$ cat src/rtl/seg7_scan_ctrl_pkg.sv
// Shared constants and code-to-segment table for the seven-segment scan controller.
// Segment vectors are active-low with bit 0 = a through bit 6 = g.
package seg7_scan_ctrl_pkg;

    localparam logic [3:0] CODE_BLANK = 4'd10;
    localparam logic [3:0] CODE_DASH  = 4'd11;

    localparam logic [6:0] SEG_OFF  = 7'h7F;
    localparam logic [6:0] SEG_DASH = 7'h3F;

    // Entry 15 first, entry 0 last; codes 10 and 12..15 are blank.
    localparam logic [15:0][6:0] SEG_TABLE = {
        SEG_OFF,  SEG_OFF,  SEG_OFF,  SEG_OFF,
        SEG_DASH, SEG_OFF,  7'h10,    7'h00,
        7'h78,    7'h02,    7'h12,    7'h19,
        7'h30,    7'h24,    7'h79,    7'h40
    };

endpackage

$ cat src/rtl/seg7_scan_ctrl_decode.sv
// Combinational digit-code to active-low segment decoder.
// Latency: none. Backpressure: none.
module seg7_decode
    import seg7_scan_ctrl_pkg::*;
(
    input  logic [3:0] code,
    output logic [6:0] seg
);

    assign seg = SEG_TABLE[code];

endmodule

$ cat src/rtl/seg7_scan_ctrl.sv
// Four-digit common-anode scan controller: per-frame snapshot, dead time, blink and dp masks.
// Latency: outputs registered, one clock after the counter state they reflect. Backpressure: none.
module seg7_scan_ctrl
    import seg7_scan_ctrl_pkg::*;
#(
    parameter int SCAN_DIV     = 100000,
    parameter int DEAD_CYC     = 1000,
    parameter int BLINK_FRAMES = 125
) (
    input  logic       clk,
    input  logic       rst,
    input  logic       en,
    input  logic [3:0] dig0,
    input  logic [3:0] dig1,
    input  logic [3:0] dig2,
    input  logic [3:0] dig3,
    input  logic [3:0] blink_mask,
    input  logic [3:0] dp_mask,
    output logic [6:0] seg,
    output logic       dp,
    output logic [3:0] an,
    output logic       frame_start
);

    localparam int PRE_W = $clog2(SCAN_DIV);
    localparam int FRM_W = (BLINK_FRAMES > 1) ? $clog2(BLINK_FRAMES) : 1;
    localparam logic [PRE_W-1:0] PRE_LAST = PRE_W'(SCAN_DIV - 1);
    localparam logic [PRE_W-1:0] PRE_DEAD = PRE_W'(DEAD_CYC);
    localparam logic [FRM_W-1:0] FRM_LAST = FRM_W'(BLINK_FRAMES - 1);

    logic [PRE_W-1:0]  pre_q, pre_d;
    logic [1:0]        slot_q, slot_d;
    logic [FRM_W-1:0]  frm_q, frm_d;
    logic              blink_q, blink_d;
    logic [3:0][3:0]   fdig_q, fdig_d;
    logic [3:0]        fblink_q, fblink_d;
    logic [3:0]        fdp_q, fdp_d;
    logic [6:0]        seg_q, seg_d;
    logic              dp_q, dp_d;
    logic [3:0]        an_q, an_d;
    logic              fs_q, fs_d;

    logic              pre_wrap, slot_wrap, frm_wrap, snap;
    logic [3:0]        sel_code;
    logic [6:0]        sel_seg;

    always_comb begin
        pre_wrap  = (pre_q == PRE_LAST);
        slot_wrap = pre_wrap && (slot_q == 2'd3);
        frm_wrap  = slot_wrap && (frm_q == FRM_LAST);
        snap      = en && (pre_q == '0) && (slot_q == 2'd0);

        pre_d   = pre_q;
        slot_d  = slot_q;
        frm_d   = frm_q;
        blink_d = blink_q;
        if (!en) begin
            pre_d   = '0;
            slot_d  = '0;
            frm_d   = '0;
            blink_d = 1'b0;
        end else begin
            pre_d = pre_wrap ? '0 : pre_q + 1'b1;
            if (pre_wrap)  slot_d  = slot_q + 2'd1;
            if (slot_wrap) frm_d   = frm_wrap ? '0 : frm_q + 1'b1;
            if (frm_wrap)  blink_d = ~blink_q;
        end

        fdig_d   = snap ? {dig3, dig2, dig1, dig0} : fdig_q;
        fblink_d = snap ? blink_mask : fblink_q;
        fdp_d    = snap ? dp_mask : fdp_q;
    end

    // Decode from the next-state frame registers so the snapshot cycle shows fresh data.
    assign sel_code = fdig_d[slot_q];

    seg7_decode u_decode (
        .code (sel_code),
        .seg  (sel_seg)
    );

    always_comb begin
        seg_d = SEG_OFF;
        dp_d  = 1'b1;
        an_d  = 4'hF;
        fs_d  = snap;
        if (en && (pre_q >= PRE_DEAD)) begin
            an_d = ~(4'b0001 << slot_q);
            if (!(blink_q && fblink_d[slot_q])) begin
                seg_d = sel_seg;
                dp_d  = ~fdp_d[slot_q];
            end
        end
    end

    always_ff @(posedge clk) begin
        if (!rst) begin
            pre_q    <= '0;
            slot_q   <= '0;
            frm_q    <= '0;
            blink_q  <= 1'b0;
            fdig_q   <= {4{CODE_BLANK}};
            fblink_q <= '0;
            fdp_q    <= '0;
            seg_q    <= SEG_OFF;
            dp_q     <= 1'b1;
            an_q     <= 4'hF;
            fs_q     <= 1'b0;
        end else begin
            pre_q    <= pre_d;
            slot_q   <= slot_d;
            frm_q    <= frm_d;
            blink_q  <= blink_d;
            fdig_q   <= fdig_d;
            fblink_q <= fblink_d;
            fdp_q    <= fdp_d;
            seg_q    <= seg_d;
            dp_q     <= dp_d;
            an_q     <= an_d;
            fs_q     <= fs_d;
        end
    end

    assign seg         = seg_q;
    assign dp          = dp_q;
    assign an          = an_q;
    assign frame_start = fs_q;

endmodule

$ cat config.mk
export PLATFORM = sky130hd
export DESIGN_NAME = seg7_scan_ctrl
export DESIGN_NICKNAME = d
export VERILOG_FILES = /design/src/rtl/seg7_scan_ctrl_pkg.sv /design/src/rtl/seg7_scan_ctrl_decode.sv /design/src/rtl/seg7_scan_ctrl.sv
export SDC_FILE = /design/constraint.sdc
export NUM_CORES = 1
export LEC_CHECK = 0
export BUFFER_PORTS_ARGS = -buffer_cell sky130_fd_sc_hd__buf_2
export CAP_MARGIN = 20
export CORE_MARGIN = 2
export CORE_UTILIZATION = 57
export CTS_CLUSTER_DIAMETER = 120
export CTS_CLUSTER_SIZE = 28
export DETAILED_ROUTE_END_ITERATION = 16
export GPL_ROUTABILITY_DRIVEN = 0
export GPL_TIMING_DRIVEN = 0
export PLACE_DENSITY = 0.79
export SLEW_MARGIN = 20
export SYNTH_ARGS = -nofsm -noshare
export SYNTH_HDL_FRONTEND = slang
export SYNTH_SLANG_ARGS = --single-unit
export TNS_END_PERCENT = 100
$ cat constraint.sdc
create_clock -name clk -period 4.5 [get_ports clk]
set_input_delay 0.225 -clock clk [delete_from_list [all_inputs] [get_ports clk]]
set_output_delay 0.225 -clock clk [all_outputs]
set_load 0.03 [all_outputs]
Word-level counts from Yosys, hierarchy flattened
Memory sizes are Yosys's and may differ from the RTL's. A register that Yosys moved wholly into a read port is not among the register bits.
Index checks and enable logic that the tools add are counted.
- flip-flop bits (word level): 57
- bits in read-only memories: 112
- output and inout port bits: 13
- logic and storage cells: 51
- memories: 1
- memories (memory ; depth ; width ; read ports ; clocked after Yosys merged registers in ; wr ports ; RTL line ; text):
    (no name shown) ; 16 ; 7 ; 1 ; 1 ; 0 ; seg7_scan_ctrl_decode.sv:10 ; assign seg = SEG_TABLE[code];
- add/sub/neg operators: 3
- order comparisons: 2
- shift operators: 1
- reduce and logical (&&, ||, !) cells: 12
- multiplexer cells: 10
- eq/ne operators: 3
- bitwise operators: 6
- operators by type and width (operator ; count):
    adder 17 x 1 -> 17 bit, second input constant ; 1
    equality test 17 bit, second input constant ; 1
    >= comparator 17 x 10 -> 1 bit, second input constant ; 1
    logical NOT 17 bit ; 1
    two-way mux 16 bit ; 1
    two-way mux 4 bit ; 3
    binary-select mux 4 bit (select 2 bit) ; 1
    adder 7 x 1 -> 7 bit, second input constant ; 1
    equality test 7 bit, second input constant ; 1
    two-way mux 7 bit ; 1
    logical AND 1 bit ; 6
    OR reduction 3 bit ; 2
    inverter 1 bit ; 5
    binary-select mux 1 bit (select 2 bit) ; 2
    inverter 4 bit ; 1
    AND reduction 2 bit ; 2
    << shifter 1 x 2 -> 4 bit, first input constant ; 1
    less-than comparator 2 x 3 -> 1 bit, second input constant ; 1
    adder 2 x 1 -> 2 bit, second input constant ; 1
    equality test 2 bit, second input constant ; 1
    logical NOT 2 bit ; 1
    two-way mux 1 bit ; 2

Depth between registers and ports, before layout
- depth in word-level cells: 8
- gate-level depth with buffers: 13
- mapped depth without buffers: 12

By module
Synthesis repeated with hierarchy kept, for this count alone.
- cell total of the unflattened synthesis: 334
- area, all modules: 3291.9 sq um
- by module, submodules not included (module ; times used ; area each (sq um) ; cells an instance):
    seg7_scan_ctrl ; 1 ; 3070.4 ; 302
    seg7_decode ; 1 ; 221.5 ; 32

Worst setup path before layout
Ideal clock, no wire load.
- path kind: reg-to-reg
- start: register slot_q[0]
- end: register seg_q[0], in the netlist seg[0]
- library setup time: 141 ps
- setup slack: 1316 ps
- data required time: 4359 ps
- cell stages (with the launch flop): 11
- path buffers: 1
- arrival time: 3043 ps
- cell sequence: dfxtp_1 buf_2 inv_1 ha_1 nand4bb_1 or3_4 nor2_4 mux4_2 mux2_1 a21boi_1 o31ai_1
- longest elaborated chain between the ends: 7
- RTL lines (what ; RTL line ; text):
    start, declared ; seg7_scan_ctrl.sv:32 ; logic [1:0] slot_q, slot_d;
    start signal, assigned ; seg7_scan_ctrl.sv:111 ; slot_q <= slot_d;
    logical NOT 2 bit ; seg7_scan_ctrl.sv:51 ; snap = en && (pre_q == '0) && (slot_q == 2'd0);
    logical AND 1 bit ; seg7_scan_ctrl.sv:51 ;
    two-way mux 4 bit ; seg7_scan_ctrl.sv:70 ; fblink_d = snap ? blink_mask : fblink_q;
    binary-select mux 1 bit (select 2 bit) ; seg7_scan_ctrl.sv:89 ; if (!(blink_q && fblink_d[slot_q])) begin
    two-way mux 1 bit (not written as such) ; seg7_scan_ctrl.sv:89 ;
    logical AND 1 bit ; seg7_scan_ctrl.sv:89 ;
    OR reduction 3 bit (no line) ; n/a ;
    end, declared ; seg7_scan_ctrl.sv:38 ; logic [6:0] seg_q, seg_d;
Several ways; a longest one is shown, not always the timed one. The select of a mux whose other input is x is not followed.
A chain may end at the register's enable or synchronous reset.

Worst setup path in the final report
Ends and elaborated chain as after synthesis.

==> implementation parameters <==
Parameter                              Value

Outcome
  Run status    finished, final reports clean

CTS
  Buffer count from post-CTS setup fixing    0
  TritonCTS sink count    64
  Total clock buffers created by CTS    9
  CTS tree    yes
  Count of cells resized by post-cts repair    0
  Number of H-tree levels    3
  Clock edge transition at the registers on the reported setup and hold paths    0.07 ns
  Source-to-sink clock delay at the later pin of the worst-skew pair    0.34 ns
  Maximum clock path buffer count    2
  # hold bufs at CTS    0
  Clock root buffer master    sky130_fd_sc_hd__clkbuf_8

Cells and area
  Count of filler cells inserted in the layout    423
  Leading cell type in the layout, fill and taps excluded    sky130_fd_sc_hd__dfxtp_1
  Final standard cell count with taps included and fillers excluded    458
  Area of the multi-input gates    1712 um^2
  Area added between synthesis and finish    14.97%
  Final core occ    0.6892
  Share of post-route cells with drive strength above 1    0.2036
  Top library cells by usage in the layout, fill and taps aside    64 x sky130_fd_sc_hd__dfxtp_1, 49 x sky130_fd_sc_hd__nand2_1, 40 x sky130_fd_sc_hd__buf_2, 31 x sky130_fd_sc_hd__nor2_1, 17 x sky130_fd_sc_hd__nand3_1
  NumNets Final    425
  Register Area    1281 um^2
  Antenna diodes    0

Synthesis
  Post-synthesis cell count    335
  Syn Std Cell Area    3100 um^2
  Mux contribution to synthesized area    0.08031
  Arithmetic-cell share of the synthesized area counting full adders, half adders and majority gates    0.05650
  Number of flops mapped to enable cells by yosys    0
  Synthesized-area fraction occupied by ao, oa, aoi and oai cells    0.1142
  Xor and xnor area share after synthesis    0.05085
  Number of distinct library cells after synthesis    55
  Proportion of register bits with asynchronous set or reset after synthesis    0
  Sequential area share after synthesis    0.4132
  Yosys synthesis warning count    0
  Number of nets produced by synthesis    376
  Mean area per synthesized cell    9.255 um^2
  Basic-gate share of the synthesized area counting and, or, nand and nor cells    0.2502
  Flip-flop and latch count after synthesis    64
  Most used flip-flop cell after synthesis    sky130_fd_sc_hd__dfxtp_1
  Dominant combinational cell family by area after synthesis    simple AND/OR/NAND/NOR gates

STA
  Final count of negative-setup-slack endpoints    0
  Normalized max-slew margin    0.5030
  Transition time of the tightest slew-check pin    0.7394 ns
  Unrepaired setup endpoints after global routing    no
  Skew final    0.004436 ns
  Number of endpoints with negative hold slack in the final report    0
  Achievable Freq    263.8 MHz
  Total negative slack    0 ns
  Minimum clock period after layout    3.791 ns
  Period utilisation layout    0.8425
  Total count of max-transition violations in the final report    0

Detailed routing
  Detail-routed net length per standard cell    13.99 um
  Detailed-route wire length    6.407 mm
  Total via count after detailed routing    2518
  Via density    5.498
  TritonRoute pass-1 iters    4
  Starting DRC count in detailed routing    109
  Count of nets left with antenna violations after detail routing    0
  DR DRC count    0

Power and ir drop
  LEAKAGE    0.001378 uW
  Cell area power density    335.4 nW/um^2
  Highest ir drop seen on vdd    0.3166 mV

Setup path
  End of the worst register-to-register path    seg[0]
  Critical path required time    4.69 ns
  Maximum fanout along the worst path    10
  Path type of the worst setup path    reg2reg
  CP Launch Type    register
  Critical path capture point type    register
  FF-to-FF path depth    10
  Worst-case register-to-register setup slack    0.71 ns
  Reg-to-reg startpoint    slot_q[0]
  Signal arrival time at the worst endpoint    3.98 ns

Placed design
  Estimated wirelength of the detail-placed design    4.604 mm
  Count of port buffers added during placement    38
  Cell count after placement    443

Die
  Die X-Extent    77.75 um
  Floorplan row count    26
  Count of pins on the block boundary    40
  Vertical die dimension    77.75 um
  Starting density of the core    0.5994
  Die area    6045 um^2
  Core Footprint    5172 um^2

Global route
  Number of antenna violations at the first check in global routing    0
  Overall track demand over capacity in global routing    0.2289
  Wire length of the first global-routing pass    10.75 mm
  Met3 usage    0.06163
  Maximum number of pins on one net before global-route repair    11
  Met2 demand-to-capacity share in global routing    0.3500
  Remaining global-route overflow    0
  Layer carrying the most global-route usage    met2
  Vias in the first global route    2311
  Grt met1 use    0.3053

Run
  Total of max-cap violations    0

Min path
  Worst hold path stage count    3
  Class of the most critical hold timing path    in2reg
  Start point of the worst min-delay path    dig0[1]
  Endpoint of the worst hold path    fdig_q[1]
sequential cells by signal, summed over array words and instances (netlist names):
| register | count |
|---|---|
| fdp_q | 4 |
| blink_q | 1 |
| frm_q | 7 |
| dp | 1 |
| frame_start | 1 |
| fblink_q | 4 |
| pre_q | 17 |
| seg | 7 |
| fdig_q | 16 |
| an | 4 |
| slot_q | 2 |
per-stage QoR:
step                      total power [uW]  cell area (um^2)  hold WS (ns)  worst slack, ns
after global routing                  1244              3565        0.1300           0.4136
after detailed placement             729.9              3378        0.4588           0.7475
after global placement               725.9              3378        0.4455           0.8143
after floorplan                      694.0              3100        0.3467            1.316
after CTS                             1200              3565        0.1143           0.7139
final                                 1195              3565        0.1210           0.7088
worst max-delay path by stage:
stage,cells after the start,endpoint,start
floorplan,10,seg[0],slot_q[0]
global placement,10,seg[0],slot_q[0]
detailed placement,10,seg[0],slot_q[0]
CTS,10,seg[0],slot_q[0]
global route,10,seg[3],slot_q[0]
finish,10,seg[0],slot_q[0]
critical path: stages, from the launching register on:
cell	delay, ns
sky130_fd_sc_hd__dfxtp_1	0.37
sky130_fd_sc_hd__buf_2	0.23
sky130_fd_sc_hd__inv_1	0.20
sky130_fd_sc_hd__ha_1	0.21
sky130_fd_sc_hd__nand4bb_1	0.31
sky130_fd_sc_hd__or3_4	0.52
sky130_fd_sc_hd__nor2_4	0.32
sky130_fd_sc_hd__mux4_2	0.55
sky130_fd_sc_hd__mux2_1	0.30
sky130_fd_sc_hd__a21boi_1	0.47
sky130_fd_sc_hd__o31ai_1	0.15
where the power goes:
group	internal, uW	switching, uW
clock network	265	210
registers	583	6.95
logic	58.0	72.7
routing by layer:
layer,up-vias,share of wire
met5,-,0
met4,0,0.0062
met3,4,0.068
met2,74,0.46
met1,1177,0.47
li1,1263,-
final cells by class:
type	instances	area share
flip-flops and latches	64	0.3594
clock buffers	11	0.03966
multi-input cells	246	0.4802
repair buffers	38	0.05335
inverters	13	0.01369
well taps	70	0.02457
plain buffers	12	0.01650
clock inverters	4	0.01264
logic make-up (layout without fill, tap and decap cells):
family	Yosys count	in the layout
mux	15	15
simple gates	147	147
fa+ha+maj	14	14
buf+inv	25	78
flops	64	64
xor+xnor	18	18
compound gates	52	52
cells in the mapped netlist, types with 2 or more instances:
cell,count,share of area
sky130_fd_sc_hd__o31ai_1,3,0.0073
sky130_fd_sc_hd__xor2_1,13,0.037
sky130_fd_sc_hd__inv_1,11,0.013
sky130_fd_sc_hd__xnor2_1,5,0.014
sky130_fd_sc_hd__inv_2,2,0.0024
sky130_fd_sc_hd__or3_4,2,0.0073
sky130_fd_sc_hd__a21oi_1,9,0.015
sky130_fd_sc_hd__o21ai_0,11,0.018
sky130_fd_sc_hd__nand3b_1,2,0.0048
sky130_fd_sc_hd__nand4_1,3,0.0061
sky130_fd_sc_hd__clkbuf_1,8,0.0097
sky130_fd_sc_hd__buf_2,2,0.0032
sky130_fd_sc_hd__nor2b_1,6,0.012
sky130_fd_sc_hd__a21boi_0,15,0.036
sky130_fd_sc_hd__nand2b_1,2,0.0040
sky130_fd_sc_hd__dfxtp_1,64,0.41
sky130_fd_sc_hd__a211oi_1,3,0.0073
sky130_fd_sc_hd__ha_1,14,0.056
sky130_fd_sc_hd__nor3b_1,2,0.0048
sky130_fd_sc_hd__mux4_2,6,0.044
sky130_fd_sc_hd__o21ai_1,4,0.0065
sky130_fd_sc_hd__nor4_1,2,0.0040
sky130_fd_sc_hd__and3_1,6,0.012
sky130_fd_sc_hd__mux2_1,2,0.0073
sky130_fd_sc_hd__nor3_1,5,0.0081
sky130_fd_sc_hd__nor2_1,31,0.038
sky130_fd_sc_hd__nand3_1,17,0.027
sky130_fd_sc_hd__mux2i_1,5,0.016
sky130_fd_sc_hd__nand2_1,49,0.059
sky130_fd_sc_hd__or3_1,5,0.010
sky130_fd_sc_hd__or2_2,2,0.0040
Note: power is estimated with default switching activity, not from simulation.
